==> src/rtl/alu_ctrl_pkg.sv <==
// Shared definitions for the ALU datapath controller.
// Contents: datapath widths, FSM state encoding, instruction opcode and ALU op encodings,
// instruction field bit positions, instruction classes, and the registered control-word
// bundle that drives the datapath.
package alu_ctrl_pkg;

    localparam int unsigned DataW = 16;
    localparam int unsigned RnW   = 3;

    typedef enum logic [2:0] {
        StWait,
        StDecode,
        StGetA,
        StGetB,
        StExec,
        StWriteReg,
        StWriteImm
    } state_e;

    // Instruction opcodes (ireg[15:13])
    localparam logic [2:0] OpcMov = 3'b110;
    localparam logic [2:0] OpcAlu = 3'b101;

    // ALU operation encodings; the ALU-class op field uses the same encoding
    localparam logic [1:0] AluAdd  = 2'b00;
    localparam logic [1:0] AluSub  = 2'b01;
    localparam logic [1:0] AluAnd  = 2'b10;
    localparam logic [1:0] AluNotB = 2'b11;

    // op field values under the MOV opcode
    localparam logic [1:0] OpMovImm = 2'b10;
    localparam logic [1:0] OpMovReg = 2'b00;

    // Field LSB positions within the instruction word
    localparam int unsigned OpcLsb = 13;  // [15:13]
    localparam int unsigned OpLsb  = 11;  // [12:11]
    localparam int unsigned RnLsb  = 8;   // [10:8]
    localparam int unsigned RdLsb  = 5;   // [7:5]
    localparam int unsigned ShLsb  = 3;   // [4:3]
    localparam int unsigned RmLsb  = 0;   // [2:0]
    localparam int unsigned ImmLsb = 0;   // [7:0]

    typedef enum logic [2:0] {
        ClsMovImm,
        ClsMovReg,
        ClsAlu2,     // ADD, AND: two register operands, result written back
        ClsMvn,
        ClsCmp,
        ClsIllegal
    } instr_cls_e;

    // Everything the FSM drives toward the datapath, held in one register
    typedef struct packed {
        logic           w;
        logic [RnW-1:0] rnum;
        logic           write;
        logic           vsel;
        logic           loada;
        logic           loadb;
        logic           loadc;
        logic           loads;
        logic           asel;
        logic [1:0]     shift;
        logic [1:0]     alu_op;
        logic           illegal;
    } ctrl_t;

    localparam ctrl_t CtrlWait = '{
        w:       1'b1,
        rnum:    '0,
        write:   1'b0,
        vsel:    1'b0,
        loada:   1'b0,
        loadb:   1'b0,
        loadc:   1'b0,
        loads:   1'b0,
        asel:    1'b0,
        shift:   2'b00,
        alu_op:  AluAdd,
        illegal: 1'b0
    };

    function automatic logic [DataW-1:0] sext_imm8(input logic [7:0] imm8);
        return {{(DataW - 8){imm8[7]}}, imm8};
    endfunction

endpackage

==> src/rtl/alu_datapath_ctrl_decoder.sv <==
// instr_decoder: purely combinational instruction field splitter and classifier.
// Ports:
//   instr   in   instruction word
//   op      out  op field [12:11]
//   rn      out  Rn field [10:8]
//   rd      out  Rd field [7:5]
//   rm      out  Rm field [2:0]
//   sh      out  shift field [4:3]
//   sximm8  out  sign-extended imm8
//   cls     out  instruction class
module instr_decoder
    import alu_ctrl_pkg::*;
(
    input  logic [DataW-1:0] instr,
    output logic [1:0]       op,
    output logic [RnW-1:0]   rn,
    output logic [RnW-1:0]   rd,
    output logic [RnW-1:0]   rm,
    output logic [1:0]       sh,
    output logic [DataW-1:0] sximm8,
    output instr_cls_e       cls
);

    logic [2:0] opcode;

    assign opcode = instr[OpcLsb +: 3];
    assign op     = instr[OpLsb +: 2];
    assign rn     = instr[RnLsb +: RnW];
    assign rd     = instr[RdLsb +: RnW];
    assign rm     = instr[RmLsb +: RnW];
    assign sh     = instr[ShLsb +: 2];
    assign sximm8 = sext_imm8(instr[ImmLsb +: 8]);

    always_comb begin
        cls = ClsIllegal;
        case (opcode)
            OpcMov: begin
                if (op == OpMovImm) begin
                    cls = ClsMovImm;
                end else if (op == OpMovReg) begin
                    cls = ClsMovReg;
                end
            end
            OpcAlu: begin
                unique case (op)
                    AluAdd, AluAnd: cls = ClsAlu2;
                    AluSub:         cls = ClsCmp;
                    AluNotB:        cls = ClsMvn;
                    default:        cls = ClsIllegal;
                endcase
            end
            default: cls = ClsIllegal;
        endcase
    end

endmodule

==> src/rtl/alu_datapath_ctrl.sv <==
// alu_datapath_ctrl: Moore FSM sequencing a 16-bit register-file/shifter/ALU datapath
// through one instruction at a time.
// Ports:
//   clk, reset          clock (rising edge), asynchronous active-high reset
//   s, in               start strobe and instruction, sampled only while idle (w=1)
//   w                   high only while idle
//   rnum, write, vsel   register-file number, write enable, writeback source (1=sximm8)
//   sximm8              sign-extended imm8 of the held instruction
//   loada..loads        operand A/B, result C and status load enables
//   asel, bsel          ALU A forced to 0 (MOV reg) / B source (fixed shifter)
//   shift, alu_op       shifter control and ALU operation
//   illegal             one-cycle pulse when an undefined instruction is decoded
// All control outputs are registered: the next-state control word is computed from the
// next state and next instruction register, so the outputs still depend only on state and
// ireg, never combinationally on s or in.
module alu_datapath_ctrl
    import alu_ctrl_pkg::*;
#(
    parameter int unsigned DATA_W = DataW,
    parameter int unsigned RN_W   = RnW
) (
    input  logic              clk,
    input  logic              reset,
    input  logic              s,
    input  logic [DATA_W-1:0] in,
    output logic              w,
    output logic [RN_W-1:0]   rnum,
    output logic              write,
    output logic              vsel,
    output logic [DATA_W-1:0] sximm8,
    output logic              loada,
    output logic              loadb,
    output logic              loadc,
    output logic              loads,
    output logic              asel,
    output logic              bsel,
    output logic [1:0]        shift,
    output logic [1:0]        alu_op,
    output logic              illegal
);

    state_e            state_q, state_d;
    logic [DATA_W-1:0] ireg_q, ireg_d;
    ctrl_t             ctrl_q, ctrl_d;
    logic [DATA_W-1:0] sximm8_q, sximm8_d;

    logic [1:0]        dec_op;
    logic [RN_W-1:0]   dec_rn, dec_rd, dec_rm;
    logic [1:0]        dec_sh;
    instr_cls_e        dec_cls;

    // Decodes ireg_d: outside WAIT it equals ireg_q, and on the capture edge it is the new
    // instruction, which is what the registered outputs of the next state need.
    instr_decoder u_decoder (
        .instr  (ireg_d),
        .op     (dec_op),
        .rn     (dec_rn),
        .rd     (dec_rd),
        .rm     (dec_rm),
        .sh     (dec_sh),
        .sximm8 (sximm8_d),
        .cls    (dec_cls)
    );

    always_comb begin
        state_d = state_q;
        ireg_d  = ireg_q;
        unique case (state_q)
            StWait: begin
                if (s) begin
                    ireg_d  = in;
                    state_d = StDecode;
                end
            end
            StDecode: begin
                unique case (dec_cls)
                    ClsMovImm:         state_d = StWriteImm;
                    ClsMovReg, ClsMvn: state_d = StGetB;
                    ClsAlu2, ClsCmp:   state_d = StGetA;
                    default:           state_d = StWait;
                endcase
            end
            StGetA:     state_d = StGetB;
            StGetB:     state_d = StExec;
            StExec:     state_d = (dec_cls == ClsCmp) ? StWait : StWriteReg;
            StWriteReg: state_d = StWait;
            StWriteImm: state_d = StWait;
            default:    state_d = StWait;
        endcase
    end

    // Control word for the state being entered
    always_comb begin
        ctrl_d = '0;
        unique case (state_d)
            StWait: ctrl_d = CtrlWait;
            StDecode: begin
                ctrl_d.illegal = (dec_cls == ClsIllegal);
            end
            StGetA: begin
                ctrl_d.rnum  = dec_rn;
                ctrl_d.loada = 1'b1;
            end
            StGetB: begin
                ctrl_d.rnum  = dec_rm;
                ctrl_d.loadb = 1'b1;
            end
            StExec: begin
                ctrl_d.shift  = dec_sh;
                ctrl_d.alu_op = (dec_cls == ClsMovReg) ? AluAdd : dec_op;
                // MOV reg computes 0 + shifted Rm
                ctrl_d.asel   = (dec_cls == ClsMovReg);
                ctrl_d.loads  = (dec_cls == ClsCmp);
                ctrl_d.loadc  = (dec_cls != ClsCmp);
            end
            StWriteReg: begin
                ctrl_d.rnum  = dec_rd;
                ctrl_d.write = 1'b1;
            end
            StWriteImm: begin
                ctrl_d.rnum  = dec_rn;
                ctrl_d.vsel  = 1'b1;
                ctrl_d.write = 1'b1;
            end
            default: ctrl_d = '0;
        endcase
    end

    always_ff @(posedge clk or posedge reset) begin
        if (reset) begin
            state_q  <= StWait;
            ireg_q   <= '0;
            ctrl_q   <= CtrlWait;
            sximm8_q <= '0;
        end else begin
            state_q  <= state_d;
            ireg_q   <= ireg_d;
            ctrl_q   <= ctrl_d;
            sximm8_q <= sximm8_d;
        end
    end

    assign w       = ctrl_q.w;
    assign rnum    = ctrl_q.rnum;
    assign write   = ctrl_q.write;
    assign vsel    = ctrl_q.vsel;
    assign loada   = ctrl_q.loada;
    assign loadb   = ctrl_q.loadb;
    assign loadc   = ctrl_q.loadc;
    assign loads   = ctrl_q.loads;
    assign asel    = ctrl_q.asel;
    assign bsel    = 1'b0;
    assign shift   = ctrl_q.shift;
    assign alu_op  = ctrl_q.alu_op;
    assign illegal = ctrl_q.illegal;
    assign sximm8  = sximm8_q;

endmodule

==> config.mk <==
export PLATFORM = sky130hd
export DESIGN_NAME = alu_datapath_ctrl
export DESIGN_NICKNAME = d
export VERILOG_FILES = /design/src/rtl/alu_ctrl_pkg.sv /design/src/rtl/alu_datapath_ctrl_decoder.sv /design/src/rtl/alu_datapath_ctrl.sv
export SDC_FILE = /design/constraint.sdc
export NUM_CORES = 1
export LEC_CHECK = 0
export BUFFER_PORTS_ARGS = -buffer_cell sky130_fd_sc_hd__buf_2
export CORE_ASPECT_RATIO = 1.2
export CORE_MARGIN = 2
export CORE_UTILIZATION = 50
export CTS_BUF_LIST = sky130_fd_sc_hd__clkbuf_8
export DETAILED_ROUTE_END_ITERATION = 6
export HOLD_SLACK_MARGIN = 0.1
export PLACE_DENSITY = 0.88
export SETUP_SLACK_MARGIN = 0.3
export SLEW_MARGIN = 20
export SYNTH_ARGS = -nofsm -noshare
export SYNTH_HDL_FRONTEND = slang
export SYNTH_HIERARCHICAL = 1
export SYNTH_SLANG_ARGS = --single-unit
==> constraint.sdc <==
create_clock -name clk -period 2.86 [get_ports clk]
set_input_delay 0.429 -clock clk [delete_from_list [all_inputs] [get_ports clk]]
set_output_delay 0.429 -clock clk [all_outputs]
set_load 0.03 [all_outputs]
# --- After elaboration in Yosys (flattened, before gate mapping) ---
# Index checks and enable logic that the tools add are counted.
word_totals:
  regBits: 43
  input_bits: 19
  out_inout_bits: 33
  wordCells: 64
op_classes:
  eq_ne: 21
  n_mux: 19
  reduce_logical: 9
ops:
  columns: ["operator", "n"]
  rows:
  - ["$mux W16", 2]
  - ["$pmux W3 S3", 3]
  - ["$eq A3 B3 Y1 const B", 8]
  - ["$eq A3 B2 Y1 const B", 6]
  - ["$pmux W3 S5", 1]
  - ["$mux W3", 4]
  - ["$reduce_or A2 Y1", 5]
  - ["$eq A3 B1 Y1 const B", 3]
  - ["$logic_not A3 Y1", 3]
  - ["$mux W7", 1]
  - ["$mux W1", 6]
  - ["$pmux W3 S2", 1]
  - ["$eq A2 B2 Y1 const B", 2]
  - ["$ne A3 B3 Y1 const B", 1]
  - ["$eq A2 B1 Y1 const B", 1]
  - ["$logic_not A2 Y1", 1]
  - ["$mux W2", 1]

# --- Depth between registers and ports, before layout ---
# Gate-level depths: netlist of run 1.
logic_depth:
  ltp_word: 13
  depth_mapped: 11
  depth_no_buf: 8

# --- Modules after synthesis ---
# Netlist of run 1, hierarchy kept.
by_module_without_submodules:
  columns: ["module", "instances", "cells_each", "area_each_um2", "seq_area_each_um2"]
  rows:
  - ["alu_datapath_ctrl", 1, 125, 1891.8, 1277.5]
  - ["instr_decoder", 1, 39, 281.5, 0.0]

# --- Worst setup path after synthesis of run 1 ---
# No wires, ideal clock.
synth_timing:
  path_type: "register to register"
  startpoint: "register state_q[1]"
  endpoint: "register ctrl_q (netlist bit rnum[0])"
  setup_time_ns: 0.066
  t_arrival_ns: 2.778
  t_required_ns: 2.794
  path_slack_ns: 0.015
  path_stages_with_launch: 11
  n_path_buf: 2
  period_less_slack_ns: 2.845
  path_cell_list: "dfrtp_1 -> buf_6 -> nor4b_4 -> buf_6 -> mux2_4 -> nand2b_4 -> a21oi_1 -> o21ai_1 -> or4b_1 -> a21oi_1 -> a221o_1"
synth_rtl:
  columns: ["element", "line", "rtl"]
  rows:
  - ["start, declared", "alu_datapath_ctrl.sv:42", "state_e state_q, state_d;"]
  - ["start signal, assigned", "alu_datapath_ctrl.sv:131", "state_q <= StWait;"]
  - ["start signal, assigned", "alu_datapath_ctrl.sv:136", "state_q <= state_d;"]
  - ["end signal, assigned", "alu_datapath_ctrl.sv:133", "ctrl_q <= CtrlWait;"]
  - ["end signal, assigned", "alu_datapath_ctrl.sv:138", "ctrl_q <= ctrl_d;"]
  - ["end, declared", "alu_datapath_ctrl.sv:44", "ctrl_t ctrl_q, ctrl_d;"]

==> results of run 1 <==
==> flip-flops by register name, indices dropped and copies added (netlist names) <==
register  cells
loadc         1
sximm8       16
illegal       1
loadb         1
ireg_q       16
state_q       3
asel          1
w             1
loads         1
loada         1
shift         2
alu_op        2
rnum          3
write         1
vsel          1
==> critical path: cells and delay by family, from the launching register on <==
kind	cells	cell delay, ns
simple gates	3	1.08
flops	1	0.44
compound gates	3	0.43
mux	1	0.37
buf+inv	1	0.17
==> metrics by stage <==
step / hold WS, ns / cell area, um^2 / total power [W] / util / cells
finish: 0.237 / 2510 / 0.00317 / 0.594 / 253
global route: 0.313 / 2510 / 0.00336 / 0.594 / 253
CTS: 0.368 / 2420 / 0.00305 / 0.571 / 250
detailed placement: 0.490 / 2290 / 0.00253 / 0.541 / 240
global placement: 0.481 / 2290 / 0.00248 / 0.541 / 240
floorplan: 0.468 / 2200 / 0.00254 / - / 164
==> final cells by class <==
| class | count | area share |
|---|---|---|
| clock buffers | 5 | 0.0274 |
| multi-input cells | 73 | 0.277 |
| flip-flops and latches | 51 | 0.509 |
| clock inverters | 3 | 0.0184 |
| inverters | 4 | 0.00648 |
| well taps | 56 | 0.0279 |
| repair buffers | 61 | 0.134 |
==> power by group <==
| group | leakage [nW] | internal [W] | total [W] | switching (W) |
|---|---|---|---|---|
| Combinational | 0.558 | 0.000637 | 0.00157 | 0.000931 |
| Clock | 0.0548 | 0.000263 | 0.000499 | 0.000235 |
| Sequential | 0.630 | 0.00102 | 0.00111 | 0.0000863 |
==> metal layers <==
metal | part of all wire | wire, um
met3 | 0.054 | 192
met4 | 0.019 | 68
met1 | 0.42 | 1510
met2 | 0.51 | 1810
met5 | 0 | 0
==> repair_timing <==
action / 4_1_cts / 5_1_grt
buffers inserted: 2 / 3
pin swaps: 1 / 5
setup endpoints to repair: 12 / 11
hold endpoints to repair: 0 / 0
resized for setup: 0 / 16
==> cells by family (layout without fill, tap and decap cells) <==
kind of cell           after synthesis  after routing
flip-flops                          51             51
buffers and inverters               40             73
AO/OA/AOI/OAI                       16             16
XOR/XNOR                             1              1
multiplexers                        16             16
other                                1              1
AND/OR/NAND/NOR                     39             39
==> final timing paths <==
check / from / to / slack [ns] / cells past startpoint
worst max-delay path: state_q[0]$_DFF_PP0_ / rnum[0]$_DFF_PP0_ / 0.30 / 8
max in group asynchronous: reset / state_q[0]$_DFF_PP0_ / 2.09 / 2
min in group clk: in[8] / ireg_q[8]$_DFF_PP0_ / 0.38 / 2
worst min-delay path: reset / sximm8[4]$_DFF_PP0_ / 0.24 / 2
worst max register to register: state_q[0]$_DFF_PP0_ / rnum[0]$_DFF_PP0_ / 0.30 / 8
worst min register to register: ireg_q[8]$_DFF_PP0_ / ireg_q[8]$_DFF_PP0_ / 0.51 / 1
==> layout by cell type, fill, tap and decap left out, types with 2 or more instances in the layout <==
master	instances
a21oi_2	2
inv_1	3
a21oi_4	2
dfrtp_1	49
buf_4	10
a221o_1	3
nor3b_1	4
mux2_4	10
o21bai_1	2
buf_2	50
nor2_1	8
nand3b_1	2
nor2b_1	3
and2_1	2
mux2_2	6
clkbuf_8	5
nand2_1	5
==> reports/results.ini, run 1 <==
[run_status]
status = completed

[routing]
dr.pass1.iters = 4
vias = 1239
drt_wl_total_mm = 3.58
remaining_drc_errors = 0
routedWlPerCell_um = 14.1
vias_per_cell = 4.90
drtIter0Drc = 88
drtAntennaViolNets = 0

[global_route]
use_met1 = 0.197
gr-usage-met3 = 0.0399
grt_remaining_overflow = 0
grt_max_degree = 52
grt_pass1_wl_mm = 5.73
grt_pass1_vias = 1201
grt_usage = 0.155
grtUsageMet2 = 0.248
top_usage_layer = met2
grt_antenna_before_repair = 0

[critical_path]
endpoint_kind = flop
arrival_ns = 2.80
worstSetupPathType = reg -> reg
critPathSlowestCell = or4b_4
startpoint_type = flop
cp_max_fo = 6
critPathRequiredTime_ns = 3.11
cp_slowest_stage_delay_ns = 0.56
cp_cell_sequence = nor4b_4, buf_6, mux2_4, nor3_4, o21ai_4, or4b_4, a21oi_4, a221o_1

[clock_network]
clockRootBuffer = clkbuf_8
cts.path.max_buffers = 2
h-tree-depth = 2
worst_skew_pair.late_latency_ns = 0.31
cts_tree = yes
cts_sinks = 51
numCtsBuffers = 5
clkTransAtPathRegs_ns = 0.09
cts_hold_buf = 0

[sta]
post-route-worst-setup-slack_ns = 0.304
finalCritPeriodShare = 0.894
slew_viol_final = 0
worst_pin_slew_ns = 0.803
fmax_mhz = 391
setup_tns_ns = 0
fin_crit_ns = 2.56
slew_headroom = 0.464
fin_skew_ns = 0.00835
rsz0062_at_grt = true
setup_viol = 0
hold_violations = 0

[floorplanning]
die_height_um = 76.2
coreArea_um2 = 4230
rows = 26
start_util = 0.514
boundaryPins = 52
dieArea_um2 = 4890
die_x_um = 64.2

[synth]
yosys.area.top_type = dfrtp_1
synth-simple-area-share = 0.123
syn_avg_cell_area_um2 = 13.3
netlist_top_cells_area = dfrtp_1 58%, buf_4 10%, mux2_4 6.9%, mux2_2 3.1%, nor3b_1 1.7%
synthAdderAreaFrac = 0
synth_xor_xnor_area_share = 0.00403
syn_nets = 183
yosysMostFrequentCell = dfrtp_1
netlist_area_um2 = 2170
yosysTopAreaCellShare = 0.576
synthArstFlopShare = 1.00
synth_common_cells = 50 x dfrtp_1, 30 x buf_4, 10 x mux2_4
synth.mux.area_fraction = 0.100
synth_top_family_by_area = buffers and inverters
synth_compound_area_frac = 0.0512
synth_cell_types = 37
synth_edf_count = 0
ys_seq_elements = 51
syn_inst = 164
seq_area_frac_synth = 0.588
synth-main-ff-cell = dfrtp_1
yosys_warnings = 6

[placement]
dpl.hpwl_mm = 2.35
port_buffers = 50
gp_congestion = 0.836
pre_cts_slack_ns = 0.119

[power_and_ir_drop]
ir_drop_mv = 0.391
power_leakage_nw = 1.24
power.density_nw_per_um2 = 1260

[layout]
multi_input_comb_area_um2 = 694
fill_cells = 343
diodes = 0
layout-drive-gt1-share = 0.533
syn2layout_area_growth_pct = 15.5
regArea_um2 = 1280
fin_nets = 215

[job]
cap_violations = 0

[hold_path]
hold_path_class = in -> async

No activity file was read; power rests on OpenSTA's default activity.
==> run 2: changes to the inputs <==
--- a/config.mk
+++ b/config.mk
@@ -8,11 +8,10 @@
 export BUFFER_PORTS_ARGS = -buffer_cell sky130_fd_sc_hd__buf_2
 export CORE_ASPECT_RATIO = 1.2
 export CORE_MARGIN = 2
-export CORE_UTILIZATION = 50
-export CTS_BUF_LIST = sky130_fd_sc_hd__clkbuf_8
+export CORE_UTILIZATION = 48
 export DETAILED_ROUTE_END_ITERATION = 6
 export HOLD_SLACK_MARGIN = 0.1
-export PLACE_DENSITY = 0.88
+export PLACE_DENSITY = 0.86
 export SETUP_SLACK_MARGIN = 0.3
 export SLEW_MARGIN = 20
 export SYNTH_ARGS = -nofsm -noshare
==> run 2 against run 1 <==
  * Cell count shrank 0.79%
  * Register-to-register slack improved by 0.06 ns
  * Largest cell class unchanged
  * Clock-buffer cell count is the same
  * Sequential power about the same
  * Critical path depth up 1
  * Wire length is 4.8% lower
  * Fmax is 2.3% higher
  * Clock skew rose by 0.0019 ns
  * Design area fell by 2.3%
  * Global-route usage down 0.53 points
  * Sequential share of layout area up 1.2 points
==> reports/results.ini, run 2 (same netlist as run 1, synthesis figures left out) <==
[run_status]
status = completed  ; unchanged

[sta]
slew_viol_final = 0  ; unchanged
hold_violations = 0  ; unchanged
fin_skew_ns = 0.0103  ; was 0.00835 ns
rsz0062_at_grt = true  ; unchanged
fmax_mhz = 400  ; was 391 MHz
worst_pin_slew_ns = 0.820  ; was 0.803 ns
setup_viol = 0  ; unchanged
hold_ws_ns = 0.242  ; was 0.237 ns
finalCritPeriodShare = 0.874  ; was 0.894
fin_crit_ns = 2.50  ; was 2.56 ns
setup_tns_ns = 0  ; unchanged
slew_headroom = 0.453  ; was 0.464

[critical_path]
critPathSlowestCell = or4b_4  ; unchanged
worstSetupPathType = reg -> reg  ; unchanged
cp_max_fo = 5  ; was 6
critPathRequiredTime_ns = 3.10  ; was 3.11 ns
reg2reg_from = state_q[0]$_DFF_PP0_  ; unchanged
cp_cell_sequence = nor4b_4, buf_6, mux2_4, nand2b_4, a21oi_2, o21ai_2, or4b_4, a21oi_4, a221o_1  ; was nor4b_4, buf_6, mux2_4, nor3_4, o21ai_4, or4b_4, a21oi_4, a221o_1
endpoint_kind = flop  ; unchanged
startpoint_type = flop  ; unchanged
cp_top_family = simple AND/OR/NAND/NOR gates  ; unchanged
cp-startpoint = state_q[0]$_DFF_PP0_  ; unchanged
critPathBufInv = 1  ; unchanged
cp_slowest_stage_delay_ns = 0.54  ; was 0.56 ns
arrival_ns = 2.74  ; was 2.80 ns
worst-path-stages = 9  ; was 8
ff2ff_path_depth = 9  ; was 8

[routing]
vias_per_cell = 4.68  ; was 4.90
vias = 1174  ; was 1239
routedWlPerCell_um = 13.6  ; was 14.1 um
drtAntennaViolNets = 0  ; unchanged
dr.pass1.iters = 4  ; unchanged
drt_wl_total_mm = 3.41  ; was 3.58 mm
remaining_drc_errors = 0  ; unchanged
drtIter0Drc = 143  ; was 88

[clock_network]
clkTransAtPathRegs_ns = 0.09  ; about the same
numCtsBuffers = 5  ; unchanged
clockRootBuffer = clkbuf_8  ; unchanged
cts_tree = yes  ; unchanged
h-tree-depth = 2  ; unchanged
cts_sinks = 51  ; unchanged
cts.path.max_buffers = 2  ; unchanged
worst_skew_pair.late_latency_ns = 0.31  ; about the same

[power_and_ir_drop]
switchingPower_w = 0.00119  ; was 0.00125 W
switching_share = 0.387  ; was 0.394
clkPwrFrac = 0.162  ; was 0.157
combPwrFrac = 0.478  ; was 0.494
power_leakage_nw = 1.22  ; was 1.24 nW
ir_drop_mv = 0.348  ; was 0.391 mV
power.density_nw_per_um2 = 1250  ; was 1260 nW/um^2
p_int_w = 0.00188  ; was 0.00192 W
p_total_w = 0.00306  ; was 0.00317 W
power_frac_seq = 0.360  ; was 0.349

[job]
cap_violations = 0  ; unchanged

[global_route]
grt_pass1_vias = 1169  ; was 1201
grt_antenna_before_repair = 0  ; unchanged
grt_remaining_overflow = 0  ; unchanged
grt_max_degree = 52  ; unchanged
grt_usage = 0.150  ; was 0.155
grt_pass1_wl_mm = 5.64  ; was 5.73 mm

[floorplanning]
die_height_um = 77.7  ; was 76.2 um
start_util = 0.506  ; was 0.514
rows = 26  ; unchanged
die_x_um = 65.4  ; was 64.2 um
coreArea_um2 = 4290  ; was 4230 um^2
dieArea_um2 = 5080  ; was 4890 um^2
boundaryPins = 52  ; unchanged

[placement]
gp_congestion = 0.848  ; was 0.836
dpl.hpwl_mm = 2.35  ; about the same
port_buffers = 50  ; unchanged
placed_area_um2 = 2290  ; unchanged

[layout]
diodes = 0  ; unchanged
fin_util = 0.571  ; was 0.594
layout_common_cells = 50 x buf_2, 49 x dfrtp_1, 10 x mux2_4  ; was 50 x buf_2, 49 x dfrtp_1, 10 x mux2_4, 10 x buf_4, 8 x nor2_1
post-route-cell-area_um2 = 2450  ; was 2510 um^2
syn2layout_area_growth_pct = 12.8  ; was 15.5%
fin_nets = 213  ; was 215
final_common_cell = buf_2  ; unchanged
layout-drive-gt1-share = 0.513  ; was 0.533

[hold_path]
hold_path_class = in -> async  ; unchanged

==> run 2: changes by cell type in the layout (fill, tap and decap cells not counted), sizes merged <==
cell  previous run  this run
buf             61        59
==> run 2: stage by stage <==
stage / instances / worst slack [ns]
6_report: 251 / 0.361
5_1_grt: 251 / 0.244
4_1_cts: 251 / 0.339
3_5_place_dp: 240 / 0.120
3_3_place_gp: 240 / 0.220
2_1_floorplan: 164 / 0.0991
==> run 2: routing by layer <==
| layer | track usage | part of all wire |
|---|---|---|
| met5 | 0 | 0 |
| met1 | 0.195 | 0.45 |
| met3 | 0.0536 | 0.064 |
| met2 | 0.227 | 0.48 |
| met4 | 0.0625 | 0.013 |
==> run 2: power by group through the flow <==
stage                     Clock [W]  Combinational, W  Sequential (W)
after detailed placement          0           0.00139         0.00113
after global routing       0.000544           0.00159         0.00113
after global placement            0           0.00137         0.00112
after CTS                  0.000510           0.00143         0.00111
after floorplan                   0           0.00109         0.00145
final                      0.000496           0.00146         0.00110
==> run 2: cell type report <==
cell class                      instances  area (um^2)
Sequential cell                        51         1280
Timing Repair Buffer                   59          322
Inverter                                4         16.3
Clock buffer                            5         68.8
Tap cell                               56         70.1
Clock inverter                          3         46.3
Multi-Input combinational cell         73          651
Fill cell                             369         1840
==> run 2: worst paths after layout <==
kind | end | slack [ns]
max | rnum[0]$_DFF_PP0_ | 0.36
min | sximm8[7]$_DFF_PP0_ | 0.24
max reg2reg | rnum[0]$_DFF_PP0_ | 0.36
min reg2reg | ireg_q[9]$_DFF_PP0_ | 0.50
max in group asynchronous | state_q[0]$_DFF_PP0_ | 2.07
min in group clk | ireg_q[10]$_DFF_PP0_ | 0.37
==> run 2: repair_timing <==
| item | CTS | global route |
|---|---|---|
| setup buffers | 3 | 0 |
| endpoints found under the setup margin | 9 | 5 |
| gates cloned | 0 | 0 |
| endpoints found under the hold margin | 0 | 0 |
| resized for setup | 1 | 8 |
| pin swaps | 1 | 0 |
| hold buffers | 0 | 0 |
